--- config.mk ---
export PLATFORM = sky130hd
export DESIGN_NAME = ps2_rx
export DESIGN_NICKNAME = d
export VERILOG_FILES = /design/src/rtl/ps2_pkg.sv /design/src/rtl/ps2_fifo.sv /design/src/rtl/ps2_rx.sv
export SDC_FILE = /design/constraint.sdc
export NUM_CORES = 1
export LEC_CHECK = 0
export ABC_AREA = 1
export BUFFER_PORTS_ARGS = -buffer_cell sky130_fd_sc_hd__buf_2
export CORE_AREA = 2 2 101 103
export CTS_CLUSTER_DIAMETER = 50
export DETAILED_ROUTE_END_ITERATION = 16
export DIE_AREA = 0 0 103 105
export GPL_TIMING_DRIVEN = 0
export PLACE_DENSITY_LB_ADDON = 0.1
export SLEW_MARGIN = 30
export SYNTH_ARGS = -nofsm -noshare
export SYNTH_HDL_FRONTEND = slang
export SYNTH_SLANG_ARGS = --single-unit
--- constraint.sdc ---
create_clock -name clk -period 3.75 [get_ports clk]
set_clock_uncertainty 0.15 [all_clocks]
set_input_delay 0.1875 -clock clk [delete_from_list [all_inputs] [get_ports clk]]
set_output_delay 0.1875 -clock clk [all_outputs]
set_load 0.1 [all_outputs]
--- src/rtl/ps2_pkg.sv ---
// Shared PS/2 receive constants and types, also used by the downstream scan-code display logic.
package ps2_pkg;

    localparam int FRAME_BITS = 11;

    typedef logic [7:0] scan_code_t;

    localparam scan_code_t BREAK_CODE = 8'hF0;
    localparam scan_code_t EXT_CODE   = 8'hE0;

    // Returns the parity bit that makes data plus parity hold an odd number of ones.
    function automatic logic odd_parity(input scan_code_t code);
        return ~(^code);
    endfunction

endpackage

--- src/rtl/ps2_fifo.sv ---
// Synchronous receive FIFO; pointers carry one extra wrap bit to separate full from empty.
module ps2_fifo #(
    parameter int DEPTH = 8,
    parameter int DW    = 8
) (
    input  logic          clk,
    input  logic          rst,
    input  logic          push,
    input  logic          pop,
    input  logic [DW-1:0] wdata,
    output logic [DW-1:0] rdata,
    output logic          full,
    output logic          empty
);

    localparam int AW = $clog2(DEPTH);

    logic [AW:0]   r_wr_ptr;
    logic [AW:0]   r_rd_ptr;
    logic [DW-1:0] r_mem [DEPTH];
    logic          w_pop;
    logic          w_push;

    assign empty  = (r_wr_ptr == r_rd_ptr);
    assign full   = (r_wr_ptr[AW] != r_rd_ptr[AW]) &&
                    (r_wr_ptr[AW-1:0] == r_rd_ptr[AW-1:0]);
    assign w_pop  = pop & ~empty;
    // A pop on the same edge frees the slot, so a write while full is still accepted.
    assign w_push = push & (~full | w_pop);
    assign rdata  = r_mem[r_rd_ptr[AW-1:0]];

    // Pointer and storage update.
    always_ff @(posedge clk) begin
        if (rst) begin
            r_wr_ptr <= '0;
            r_rd_ptr <= '0;
            for (int i = 0; i < DEPTH; i++) begin
                r_mem[i] <= '0;
            end
        end else begin
            if (w_push) begin
                r_mem[r_wr_ptr[AW-1:0]] <= wdata;
                r_wr_ptr <= r_wr_ptr + {{AW{1'b0}}, 1'b1};
            end
            if (w_pop) begin
                r_rd_ptr <= r_rd_ptr + {{AW{1'b0}}, 1'b1};
            end
        end
    end

endmodule

--- src/rtl/ps2_rx.sv ---
// PS/2 keyboard receiver: synchronizer, 11-bit frame shifter, timeout and receive FIFO.
// Define PS2_RX_PARITY_CHECK_EN to reject frames failing odd parity.
module ps2_rx
    import ps2_pkg::*;
#(
    parameter int FIFO_DEPTH  = 8,
    parameter int TIMEOUT_CYC = 100000
) (
    input  logic       clk,
    input  logic       rst,
    input  logic       ps2_clk,
    input  logic       ps2_data,
    input  logic       nextdata_n,
    output logic [7:0] data,
    output logic       ready,
    output logic       overflow,
    output logic       frame_err
);

    localparam int TW = $clog2(TIMEOUT_CYC + 1);

    logic [2:0]            r_clk_sync;
    logic [2:0]            r_data_sync;
    logic [3:0]            r_bit_cnt;
    logic [9:0]            r_shift;
    logic [TW-1:0]         r_timeout;
    logic                  r_overflow;
    logic                  r_frame_err;
    logic                  w_sample;
    logic                  w_bit;
    logic                  w_timeout;
    logic                  w_frame_end;
    logic [FRAME_BITS-1:0] w_frame;
    logic                  w_par_ok;
    logic                  w_frame_ok;
    logic                  w_full;
    logic                  w_empty;
    scan_code_t            w_head;

    assign w_sample    = r_clk_sync[2] & ~r_clk_sync[1];
    assign w_bit       = r_data_sync[1];
    assign w_timeout   = (r_timeout == TW'(TIMEOUT_CYC));
    assign w_frame_end = w_sample && (r_bit_cnt == 4'd10);
    assign w_frame     = {w_bit, r_shift};

`ifdef PS2_RX_PARITY_CHECK_EN
    assign w_par_ok = ^w_frame[9:1];
`else
    assign w_par_ok = 1'b1;
`endif

    assign w_frame_ok = w_frame_end && !w_frame[0] && w_frame[10] && w_par_ok;

    // Three-flop synchronizers, idling high like the open-collector bus.
    always_ff @(posedge clk) begin
        if (rst) begin
            r_clk_sync  <= 3'b111;
            r_data_sync <= 3'b111;
        end else begin
            r_clk_sync  <= {r_clk_sync[1:0], ps2_clk};
            r_data_sync <= {r_data_sync[1:0], ps2_data};
        end
    end

    // Frame shifter; after ten shifts r_shift[0] holds the start bit.
    always_ff @(posedge clk) begin
        if (rst) begin
            r_bit_cnt <= 4'd0;
            r_shift   <= 10'd0;
        end else if (w_sample) begin
            if (r_bit_cnt == 4'd10) begin
                r_bit_cnt <= 4'd0;
            end else begin
                r_shift   <= {w_bit, r_shift[9:1]};
                r_bit_cnt <= r_bit_cnt + 4'd1;
            end
        end else if (w_timeout) begin
            r_bit_cnt <= 4'd0;
        end else begin
            r_bit_cnt <= r_bit_cnt;
        end
    end

    // Inactivity timer; only runs while a frame is partially received.
    always_ff @(posedge clk) begin
        if (rst) begin
            r_timeout <= '0;
        end else if (w_sample || (r_bit_cnt == 4'd0) || w_timeout) begin
            r_timeout <= '0;
        end else begin
            r_timeout <= r_timeout + TW'(1);
        end
    end

    // Error pulse and sticky drop flag; a full FIFO only drops when no pop frees a slot.
    always_ff @(posedge clk) begin
        if (rst) begin
            r_frame_err <= 1'b0;
            r_overflow  <= 1'b0;
        end else begin
            r_frame_err <= w_frame_end && !w_frame_ok;
            if (w_frame_ok && w_full && nextdata_n) begin
                r_overflow <= 1'b1;
            end
        end
    end

    ps2_fifo #(
        .DEPTH (FIFO_DEPTH),
        .DW    (8)
    ) u_fifo (
        .clk   (clk),
        .rst   (rst),
        .push  (w_frame_ok),
        .pop   (~nextdata_n),
        .wdata (w_frame[8:1]),
        .rdata (w_head),
        .full  (w_full),
        .empty (w_empty)
    );

    assign data      = w_head;
    assign ready     = ~w_empty;
    assign overflow  = r_overflow;
    assign frame_err = r_frame_err;

endmodule

; After elaboration in Yosys (flattened, before gate mapping)
; Memory sizes are Yosys's and may differ from the RTL's. A register that Yosys moved wholly into a read port is not among the register bits.
; Cells that the tools add are included.
[totals]
memories = 1
output_inout_bits = 11
register_bits = 46
input_bits = 5
mem_bits_rw = 64
elab_cells = 57
[op_classes]
reduce_logical = 16
bitwise_logic = 9
n_eq_ne = 5
add_sub_neg = 4
n_mux = 13
[mem_list]
columns = memory, depth, width, read_ports, rd_ports_with_merged_regs, wr, line
row1 = u_fifo.r_mem, 8, 8, 1, 1, 8, ps2_fifo.sv:20  ; logic [DW-1:0] r_mem [DEPTH];
[op_table]
columns = cell, n
row1 = "17-bit by 1-bit adder with 17-bit output, second input constant", 1
row2 = "17-bit equality test, second input constant", 1
row3 = "4-bit by 1-bit adder with 4-bit output, second input constant", 3
row4 = 4-bit 2-to-1 mux, 3
row5 = 3-bit 2-to-1 mux, 3
row6 = 8-bit 2-to-1 mux, 1
row7 = 8-bit OR reduction, 1
row8 = 1-bit logical AND, 7
row9 = 1-bit 2-to-1 mux, 6
row10 = 1-bit NOT, 5
row11 = 4-bit equality test, 1
row12 = "4-bit equality test, second input constant", 1
row13 = 4-bit logical NOT, 1
row14 = 1-bit bitwise AND, 3
row15 = 3-bit equality test, 1
row16 = 1-bit logical NOT, 2
row17 = 1-bit logical OR, 2
row18 = 2-bit AND reduction, 1
row19 = 2-bit nonzero test, 1
row20 = 2-bit OR reduction, 1
row21 = 1-bit inequality test, 1
row22 = 1-bit OR, 1

; Longest topological paths before layout
[depth]
ltp_word = 11
depth_mapped = 10
ltp_nobuf = 9

; Modules after synthesis
; From an unflattened synthesis, not the netlist that was laid out.
[unflattened]
hier_cells = 589
hier_area_um2 = 5206.2
[by_module_without_submodules]
columns = mod, seq_area_each_um2, instances, area_each_um2, cells_per_inst
row1 = ps2_fifo, 2142.1, 1, 3515.9, 362
row2 = ps2_rx, 760.7, 1, 1690.4, 227

; Least setup slack after synthesis
; Ideal clock, no wire load.
[synth_path]
kind = flip-flop to output port
start = register with a tool-made name
end = output data[0]
n_path_buf = 1
stages_incl_launch_ff = 6
arrival_time_ns = 2.546
t_required_ns = 3.412
slack_ns = 0.867
path_cell_list = dfxtp_1 -> clkbuf_1 -> nor2_1 -> nor2_1 -> o21ai_0 -> a31oi_1
[synth_lines]
columns = item, line
row1 = "end, declared", ps2_rx.sv:14  ; output logic [7:0] data,

==> impl_metrics.toml <==
[power]
clkPwrFrac_pct = 51.1
ir_drop_v = 0.000311
seqPwrFrac_pct = 41.6
p_per_area_nw_per_um2 = 543
total_power_uw = 3260
p_sw_uw = 747
leakage_uw = 0.00225
swShare_pct = 22.9
p_int_uw = 2510
combPwrFrac_pct = 7.3

[final_layout]
post-route-util_pct = 62.3
fillCellCount = 864
drive_gt1_share_pct = 11.7
diodes = 0
final_net_count = 623
areaGrowthSynthToFinish_pct = 17.1

[global_routing]
grt_max_degree = 17
grt_use_met2_pct = 36.5
met3_usage_pct = 5.22
grt_busiest_layer = "met2"
grt_pass1_vias = 3713
grt_util_met1_pct = 30.0
grt_use_total_pct = 22.9
antenna_found_initial = 0
grt-ovfl-total = 0
grt_pass1_wl_um = 18600

[run_status]
status = "finished clean"

[route]
num_vias = 4076
ant_nets = 0
firstDrtPassIters = 5
routedWlPerCell_um = 15.4
drt-total-wl_um = 11700
drtIter0Drc = 361
drc = 0
vias_per_cell = 5.38

[clocking]
numClockSinks = 113
root_buffer = "clkbuf_8"
tritoncts = "built"
hold_buffers = 3
ctsResizeCount = 0
clkLatencyLatePin_ns = 0.52
numCtsBuffers = 17
cts.path.max_buffers = 2
post_cts_buffers = 0
cts-htree-levels = 4
path_clk_slew_ns = 0.06

[yosys]
synth.ff_latch_count = 113
avgSynthCellArea_um2 = 8.92
synth_cell_types = 31
syn_nets = 587
syn-cell-area_um2 = 5130
synth_top_cell_by_area = "edfxtp_1"
syn_inst = 575
yosysSeqAreaShare_pct = 56.6
yosysWarnings = 0
yosysTopAreaCellShare_pct = 37.5
synthTopCellsByArea = "edfxtp_1, dfxtp_1, nor2_1, nand2_1, o21ai_0"

[worst_setup_path]
crit_end = "data[3]"
critPathMaxFanout = 10
r2r_slack_ns = 1.17
r2r-end = "u_fifo.r_mem[2][5]"
critPathKind = "reg2out"
critPathLaunchType = "register"
critical_path_arrival_ns = 2.52
regToRegStartpoint = "r_bit_cnt[0]"
cp_data_required_time_ns = 3.41
crit_path_end_kind = "primary output"
worstRegToRegCells = 9

[timing]
max_slew_margin_pct = 60.2
fin_crit_sh_pct = 76.2
layout_min_cycle_time_ns = 2.86
finalMaxSlewViolations = 0
hold_violations = 0
setup_viol_count_final = 0
max_slew.worst_pin.slew_ns = 0.593
max_freq_ghz = 0.350
tns_ns = 0
rsz0062_at_grt = "no"

[die]
core_um2 = 9640
start_util_pct = 53.2
ios = 16
dieHeight_um = 105
die_w_um = 103
die_area_um2 = 10800
rows = 36

[hold_path]
min_path_type = "in2reg"

[run]
maxCapViolCount = 0

[place]
portBuffers = 14
dp_hpwl_um = 7950
globalplace.congestion = 0.846
==> how the worst min path moves through the flow <==
stage | endpoint | from | cells after the start | slack [ns]
finish | overflow | rst | 3 | 0.18
global route | r_clk_sync[0] | ps2_clk | 3 | 0.23
CTS | u_fifo.r_wr_ptr[1] | rst | 5 | 0.18
detailed placement | r_clk_sync[0] | ps2_clk | 2 | 0.22
global placement | r_data_sync[0] | ps2_data | 2 | 0.22
floorplan | r_clk_sync[0] | ps2_clk | 1 | 0.14
==> layer usage <==
layer,routed length [µm],up-vias
met4,256,0
met1,5100,1910
met5,0,-
met2,5640,136
met3,693,26
li1,-,2004
==> flip-flops by register name (all words and copies together), names as in the netlist, named ones only <==
register         count
u_fifo.r_mem        64
r_timeout           17
r_shift             10
r_bit_cnt            4
u_fifo.r_rd_ptr      4
u_fifo.r_wr_ptr      4
r_clk_sync           3
r_data_sync          2
frame_err            1
overflow             1
==> cell families after synthesis <==
logic type	share of synthesized area (%)
AND/OR/NAND/NOR	24.5
flip-flops	56.6
AO/OA/AOI/OAI	10.2
buffers and inverters	5.83
adder cells (fa/ha/maj)	1.71
XOR/XNOR	1.17
==> power groups by stage <==
stage / combinational [µW] / sequential [µW] / clock (µW)
after floorplan: 185 / 1380 / 0
after global placement: 231 / 1380 / 0
after detailed placement: 234 / 1380 / 0
after CTS: 237 / 1360 / 1680
after global routing: 255 / 1360 / 1740
final: 236 / 1360 / 1670
==> layout by cell type, fill, tap and decap left out, types with 2 or more instances in the layout <==
| cell | n |
|---|---|
| nand3_1 | 22 |
| clkbuf_16 | 16 |
| a31oi_1 | 9 |
| o21ai_0 | 50 |
| bufinv_16 | 5 |
| a21oi_1 | 41 |
| dlygate4sd3_1 | 3 |
| nand4_1 | 8 |
| nor3_1 | 12 |
| dfxtp_1 | 49 |
| nand2_2 | 3 |
| xnor2_1 | 2 |
| inv_1 | 41 |
| clkbuf_8 | 2 |
| edfxtp_1 | 64 |
| nand4_2 | 4 |
| buf_6 | 2 |
| nand4_4 | 4 |
| clkbuf_1 | 13 |
| buf_2 | 16 |
| nor2_1 | 134 |
| xor2_1 | 3 |
| clkinv_1 | 11 |
| nand3_2 | 2 |
| clkinv_2 | 7 |
| nand2_1 | 82 |
| or2_2 | 5 |
| ha_1 | 7 |
==> cell usage after synthesis (all sizes together) <==
cell    count
inv        43
or2         5
xor2        3
buf         5
ha          7
nand4      16
nand2      85
a21oi      41
dfxtp      49
xnor2       3
nor2      135
clkinv      8
o21ai      51
nor3       13
edfxtp     64
clkbuf     14
nand3      24
a31oi       9
==> worst max-delay path, stage by stage, from the launching register on <==
cell and delay [ns]:
dfxtp_1 0.40, clkbuf_1 0.42, o21ai_0 0.19, o21ai_0 0.27, a21oi_1 0.12, a31oi_1 0.16
buf_2 0.44
==> stage by stage <==
stage / setup slack (ns) / instances / hold WS, ns / cell area, µm²
floorplan: 0.867 / 575 / 0.141 / 5130
global placement: 1.30 / 722 / 0.223 / 5360
detailed placement: 1.18 / 722 / 0.224 / 5360
CTS: 0.877 / 757 / 0.177 / 6000
global route: 0.694 / 757 / 0.226 / 6000
finish: 0.892 / 757 / 0.181 / 6000
==> final cells by class <==
cell class	instances	area, µm²	area share (%)
buffer	19	103	1.71
clock buffer	17	414	6.90
clock inverter	15	196	3.27
inverter	51	196	3.27
multi-input combinational	392	1930	32.1
sequential	113	2900	48.3
tap	133	166	2.77
timing repair buffer	17	100	1.67
Note: power is estimated with default switching activity, not from simulation.
